[src/rtl/hoist_pkg.sv]
// rtl/hoist_pkg.sv - hoist mode/action codes shared with the seven-segment coders
package hoist_pkg;

  localparam int MODE_W   = 2;
  localparam int ACTION_W = 3;

  typedef enum logic [MODE_W-1:0] {
    MODE_STOP = 2'd0,
    MODE_PICK = 2'd1,
    MODE_DROP = 2'd2,
    MODE_PARK = 2'd3
  } hoist_mode_e;

  // State codes double as the action value driven to the display coder.
  typedef enum logic [ACTION_W-1:0] {
    ST_IDLE        = 3'd0,
    ST_DOWN        = 3'd1,
    ST_UP          = 3'd2,
    ST_WAIT_HOOK   = 3'd3,
    ST_WAIT_UNHOOK = 3'd4,
    ST_FAULT       = 3'd5
  } hoist_state_e;

  function automatic logic is_busy(input hoist_state_e s);
    return (s != ST_IDLE) && (s != ST_FAULT);
  endfunction

endpackage

[src/rtl/hoist_tick.sv]
// rtl/hoist_tick.sv - free-running motion tick prescaler, one pulse every DIV clocks
module hoist_tick #(
  parameter int DIV = 50_000_000
) (
  input  logic clk,
  input  logic reset,
  output logic tick
);

  localparam int CW = (DIV > 1) ? $clog2(DIV) : 1;
  localparam logic [CW-1:0] LAST = CW'(DIV - 1);

  logic [CW-1:0] cnt;

  always_ff @(posedge clk or negedge reset) begin
    if (!reset) begin
      cnt <= '0;
    end else if (cnt == LAST) begin
      cnt <= '0;
    end else begin
      cnt <= cnt + CW'(1);
    end
  end

  assign tick = (cnt == LAST);

endmodule

[src/rtl/hoist_ctrl.sv]
// rtl/hoist_ctrl.sv - hook-hoist command FSM with height counter and hook-wait timeout
module hoist_ctrl
  import hoist_pkg::*;
#(
  parameter int DIV      = 50_000_000,
  parameter int HEIGHT_W = 3,
  parameter int MAX_H    = 7,
  parameter int HOOK_TO  = 8
) (
  input  logic                clk,
  input  logic                reset,
  input  logic                write_mode,
  input  logic [MODE_W-1:0]   mode_in,
  input  logic [HEIGHT_W-1:0] target_in,
  input  logic                hooked,
  input  logic                unhooked,
  output logic [MODE_W-1:0]   mode_out,
  output logic [ACTION_W-1:0] action,
  output logic [HEIGHT_W-1:0] height,
  output logic                busy,
  output logic                done
);

  localparam logic [HEIGHT_W-1:0] TOP = HEIGHT_W'(MAX_H);
  localparam int TW = $clog2(HOOK_TO + 1);
  localparam logic [TW-1:0] TO_LAST = TW'(HOOK_TO - 1);

  logic                tick;
  hoist_state_e        state_q, state_d;
  hoist_mode_e         mode_q, mode_d, cmd;
  logic [HEIGHT_W-1:0] tgt_q, tgt_d, h_q, h_d, goal;
  logic [TW-1:0]       to_q, to_d;
  logic                done_d, wait_met;

  hoist_tick #(.DIV(DIV)) u_tick (
    .clk   (clk),
    .reset (reset),
    .tick  (tick)
  );

  assign cmd = hoist_mode_e'(mode_in);

  // Goal height of the current motion phase, derived from the latched command.
  always_comb begin
    goal = TOP;
    if (state_q == ST_DOWN) begin
      goal = (mode_q == MODE_PICK) ? '0 : tgt_q;
    end else if (state_q == ST_UP && mode_q == MODE_PICK) begin
      goal = tgt_q;
    end
  end

  assign wait_met = (state_q == ST_WAIT_HOOK) ? (hooked && !unhooked)
                                              : (unhooked && !hooked);

  always_comb begin
    state_d = state_q;
    mode_d  = mode_q;
    tgt_d   = tgt_q;
    h_d     = h_q;
    to_d    = to_q;
    done_d  = 1'b0;
    if (write_mode && (cmd == MODE_STOP || state_q == ST_FAULT)) begin
      state_d = ST_IDLE;
    end else if (state_q == ST_IDLE) begin
      if (write_mode) begin
        mode_d  = cmd;
        tgt_d   = (target_in > TOP) ? TOP : target_in;
        state_d = (cmd == MODE_PARK) ? ST_UP : ST_DOWN;
      end
    end else if (tick) begin
      case (state_q)
        ST_DOWN: begin
          if (h_q > goal) begin
            h_d = h_q - 1'b1;
          end else begin
            state_d = (mode_q == MODE_PICK) ? ST_WAIT_HOOK : ST_WAIT_UNHOOK;
            to_d    = '0;
          end
        end
        ST_UP: begin
          if (h_q < goal) begin
            h_d = h_q + 1'b1;
          end else begin
            state_d = ST_IDLE;
            done_d  = 1'b1;
          end
        end
        ST_WAIT_HOOK, ST_WAIT_UNHOOK: begin
          if (wait_met) begin
            state_d = ST_UP;
          end else if (to_q == TO_LAST) begin
            state_d = ST_FAULT;
          end else begin
            to_d = to_q + 1'b1;
          end
        end
        default: begin
          state_d = state_q;
        end
      endcase
    end
  end

  always_ff @(posedge clk or negedge reset) begin
    if (!reset) begin
      state_q <= ST_IDLE;
      mode_q  <= MODE_STOP;
      tgt_q   <= TOP;
      h_q     <= TOP;
      to_q    <= '0;
      busy    <= 1'b0;
      done    <= 1'b0;
    end else begin
      state_q <= state_d;
      mode_q  <= mode_d;
      tgt_q   <= tgt_d;
      h_q     <= h_d;
      to_q    <= to_d;
      busy    <= is_busy(state_d);
      done    <= done_d;
    end
  end

  assign mode_out = mode_q;
  assign action   = state_q;
  assign height   = h_q;

endmodule

[config.mk]
export PLATFORM = sky130hd
export DESIGN_NAME = hoist_ctrl
export DESIGN_NICKNAME = d
export VERILOG_FILES = /design/src/rtl/hoist_pkg.sv /design/src/rtl/hoist_tick.sv /design/src/rtl/hoist_ctrl.sv
export SDC_FILE = /design/constraint.sdc
export NUM_CORES = 1
export LEC_CHECK = 0
export ABC_AREA = 1
export BUFFER_PORTS_ARGS = -buffer_cell sky130_fd_sc_hd__buf_2
export CORE_ASPECT_RATIO = 0.9
export CORE_MARGIN = 2
export CORE_UTILIZATION = 40
export DETAILED_ROUTE_END_ITERATION = 12
export HOLD_SLACK_MARGIN = 0.03
export PLACE_DENSITY = 0.65
export SLEW_MARGIN = 15
export SYNTH_ARGS = -nofsm -noshare
export SYNTH_HDL_FRONTEND = slang
export SYNTH_SLANG_ARGS = --single-unit
[constraint.sdc]
create_clock -name clk -period 4.1 [get_ports clk]
set_input_delay 0.615 -clock clk [delete_from_list [all_inputs] [get_ports clk]]
set_output_delay 0.615 -clock clk [all_outputs]
set_load 0.005 [all_outputs]
==> impl_results.md <==
- Result of the run: complete, no violations
- Number of buffers inserted by hold repair at cts: 0
- Gate count of the mapped netlist: 326
- 1st-iter DRT viols: 92
- Die footprint: 0.00719 mm2
- Filler cell count: 659
- Post-cts sizing count: 0
- LEAKAGE: 1.45 nW
- Die Y: 80.6 um
- Final-report setup violation count: 0
- Critical setup path kind: reg2reg
- Total area of multi-input combinational cells: 0.00134 mm2
- Yosys warning total: 0
- Number of buffers inserted by port buffering: 19
- Root buffer selected by CTS: clkbuf_8
- Synth Cell Area: 0.00261 mm2
- Remaining antenna violation count: 0
- Post-route minimum period: 2.74 ns
- Maximum vdd ir drop: 0.000316 V
- Top cell family by delay on the critical path: compound AO/OA/AOI/OAI gates
- Chip width: 89.1 um
- Clk buf depth: 2
- Sequential cell area fraction in the yosys report: 41.5%
- Slew @ Worst Pin: 0.968 ns
- Cell variety after synth: 36
- H-tree levels: 2
- PnR Total Power: 1.30 mW
- Startpoint type of the worst setup path: flip-flop
- Largest net degree at the start of global routing: 44
- Clock latency on the worst-skew pair: 0.30 ns
- Worst path most repeated cell: a21oi_1
- Number of primary I/O pins: 20
- Share of final-layout standard cells stronger than drive strength 1: 21.0%
- Drt wl/cell: 12.3 um
- Biggest fanout along the worst timing path: 8
- Effective utilization at floorplan: 42.0%
- Clk slew on worst S/H paths: 0.09 ns
- Final Wtd Congestion: 0.859
- Net count of the mapped netlist: 342
- Global-route total usage across every layer: 16.8%
- Total via count in the routed design: 2,153
- Overflow after GRT: 0
- Yosys reg bits: 43
- HPWL after detailed placement: 4080 um
- Worst Path Required: 4.29 ns
- RSZ-0062 raised after global routing: no
- Wire length of the first global-routing pass: 9620 um
- Routed via count divided by cell count: 4.90
- Core area: 0.00622 mm2
- Clock tree from TritonCTS: built
- Ant diodes: 0
- Site row count: 27
- Remaining DRCs: 0
- Max-capacitance violation count: 0
- Critical Path End Type: flip-flop
- Pwr Density: 441 mW/mm2
- Min-Delay Path Class: in2async
- Highest Clock Rate: 365 MHz
- Rel. slew slack: 35.4%
- Via count of the first global-routing pass: 2,120
- Setup fix buffers added after clock tree synthesis: 0
- Max incr delay on CP: 0.57 ns
- Worst reg-to-reg setup slack: 1.36 ns
- Mapped Avg Cell Area: 8.01 um2
- CP max stage cell: dfrtp_1
- Clock sink total: 43
- Growth of design area from synthesis to finish: 12.8%
- Number of buffers inserted during clock tree synthesis: 5
- Cells along the critical path: inv_2 > nor3_4 > nand2_1 > a21oi_1 > ha_1 > a21oi_1 > o21ai_2 > nand3_2 > o21ai_0 > a21oi_1 > nand3_2 > nand2_1 > o21ai_1
- Area taken by flip-flops and latches: 0.00108 mm2
- Total buffers and inverters traversed by the critical path: 1
- Tightest hold margin: 0.465 ns
- Final hold viol count: 0
- Final count of pins violating max slew: 0
- First drt pass iteration count: 4
- Signal arrival time at the worst endpoint: 2.93 ns
- Worst-case clock skew: 0.00872 ns
- Antenna violations before repair: 0
- Total negative setup slack: 0 ns
- Routed WL: 5410 um
- Final net count: 367
- Ratio of final minimum period to clock period: 66.9%
layout by cell type, fill, tap and decap left out, types with 2 or more instances in the layout:
master and count:
buf_2 19, nor4_1 2, o21ai_2 2, nor2_1 31
xor2_1 11, nand4_1 4, nand2_2 5, inv_1 41
clkbuf_8 5, dfstp_2 6, nand3_1 22, xnor2_1 2
nor2_4 5, nand2_4 2, a21oi_1 20, dfrtp_1 37
or2_2 4, mux2_2 4, bufinv_16 2, o21ai_0 10
nand3_2 7, nor3_4 2, nand2_1 72, ha_1 5
nor2_2 4, o21ai_1 5, inv_2 3, nor3_1 9
through the flow:
stage	cells	util, %	cell area (um2)	setup WS [ns]
floorplan	326	-	2610	1.77
finish	439	47.3	2940	1.36
CTS	439	47.3	2940	1.39
global route	439	47.3	2940	1.13
global placement	431	45.1	2810	1.60
detailed placement	431	45.1	2810	1.39
metal layers:
layer | global-route usage, % | up-vias | wire, um
met5 | 0 | - | 0
met4 | 4.33 | 0 | 42
met3 | 3.29 | 6 | 154
met2 | 25.5 | 30 | 2410
met1 | 24.3 | 1018 | 2790
li1 | - | 1099 | -
logic make-up (layout without fill, tap and decap cells):
| family | after synthesis | after routing | synth area share [%] |
|---|---|---|---|
| flip-flops | 43 | 43 | 41.5 |
| adder cells (fa/ha/maj) | 6 | 6 | 3.16 |
| XOR/XNOR | 13 | 13 | 4.36 |
| AO/OA/AOI/OAI | 42 | 42 | 8.82 |
| multiplexers | 4 | 4 | 1.73 |
| buffers and inverters | 47 | 73 | 7.19 |
| AND/OR/NAND/NOR | 171 | 171 | 33.2 |
path summary, 6_finish.rpt:
check	endpoint	startpoint	cells after the start
worst max-delay path	to_q[2]$_DFFE_PN0P_	action[0]$_DFF_PN0_	13
worst min-delay path	u_tick.cnt[8]$_DFF_PN0_	reset	1
worst max register to register	to_q[2]$_DFFE_PN0P_	action[0]$_DFF_PN0_	13
worst min register to register	u_tick.cnt[22]$_DFF_PN0_	u_tick.cnt[22]$_DFF_PN0_	1
max in group asynchronous	to_q[2]$_DFFE_PN0P_	reset	1
min in group clk	u_tick.cnt[22]$_DFF_PN0_	u_tick.cnt[22]$_DFF_PN0_	1
final cells by class:
| cell class | instances | area share, % |
|---|---|---|
| Sequential cell | 43 | 36.8 |
| Inverter | 46 | 6.12 |
| Timing Repair Buffer | 19 | 3.23 |
| Multi-Input combinational cell | 236 | 45.5 |
| Clock inverter | 3 | 2.30 |
| Clock buffer | 5 | 2.34 |
| Tap cell | 87 | 3.70 |
sequential cells by signal (all words and copies together), names as in the netlist:
| signal | flops |
|---|---|
| height | 3 |
| tgt_q | 3 |
| busy | 1 |
| u_tick.cnt | 26 |
| action | 3 |
| mode_out | 2 |
| to_q | 4 |
| done | 1 |
where the power goes:
part,switching (mW),total (mW),internal (mW)
logic,0.231,0.380,0.149
registers,0.0458,0.519,0.474
clock network,0.156,0.399,0.243
cell usage after synthesis (all sizes together):
| cell | count | area share (%) |
|---|---|---|
| a21o | 1 | 0.29 |
| fa | 1 | 0.77 |
| nand2 | 79 | 12 |
| mux2 | 4 | 1.7 |
| buf | 1 | 0.29 |
| inv | 45 | 6.6 |
| o211a | 1 | 0.38 |
| dfrtp | 37 | 35 |
| xor2 | 11 | 3.7 |
| o21ai | 17 | 3.5 |
| xnor2 | 2 | 0.67 |
| ha | 5 | 2.4 |
| a31oi | 1 | 0.24 |
| o22ai | 1 | 0.24 |
| or2 | 4 | 0.96 |
| nor2 | 40 | 7.6 |
| and2 | 1 | 0.24 |
| nand3 | 29 | 6.9 |
| nor3b | 1 | 0.72 |
| o21a | 1 | 0.29 |
| a21oi | 20 | 3.8 |
| nor3 | 11 | 3.0 |
| nand4 | 4 | 0.96 |
| dfstp | 6 | 6.0 |
| nor4 | 2 | 0.48 |
| clkinv | 1 | 0.34 |
worst register-to-register path, stage by stage, from the launching register on:
cell,delay [ns]
dfrtp_1,0.57
inv_2,0.13
nor3_4,0.27
nand2_1,0.18
a21oi_1,0.20
ha_1,0.28
a21oi_1,0.20
o21ai_2,0.12
nand3_2,0.11
o21ai_0,0.09
a21oi_1,0.16
nand3_2,0.17
nand2_1,0.10
o21ai_1,0.06
No activity file was read; power rests on OpenSTA's default activity.
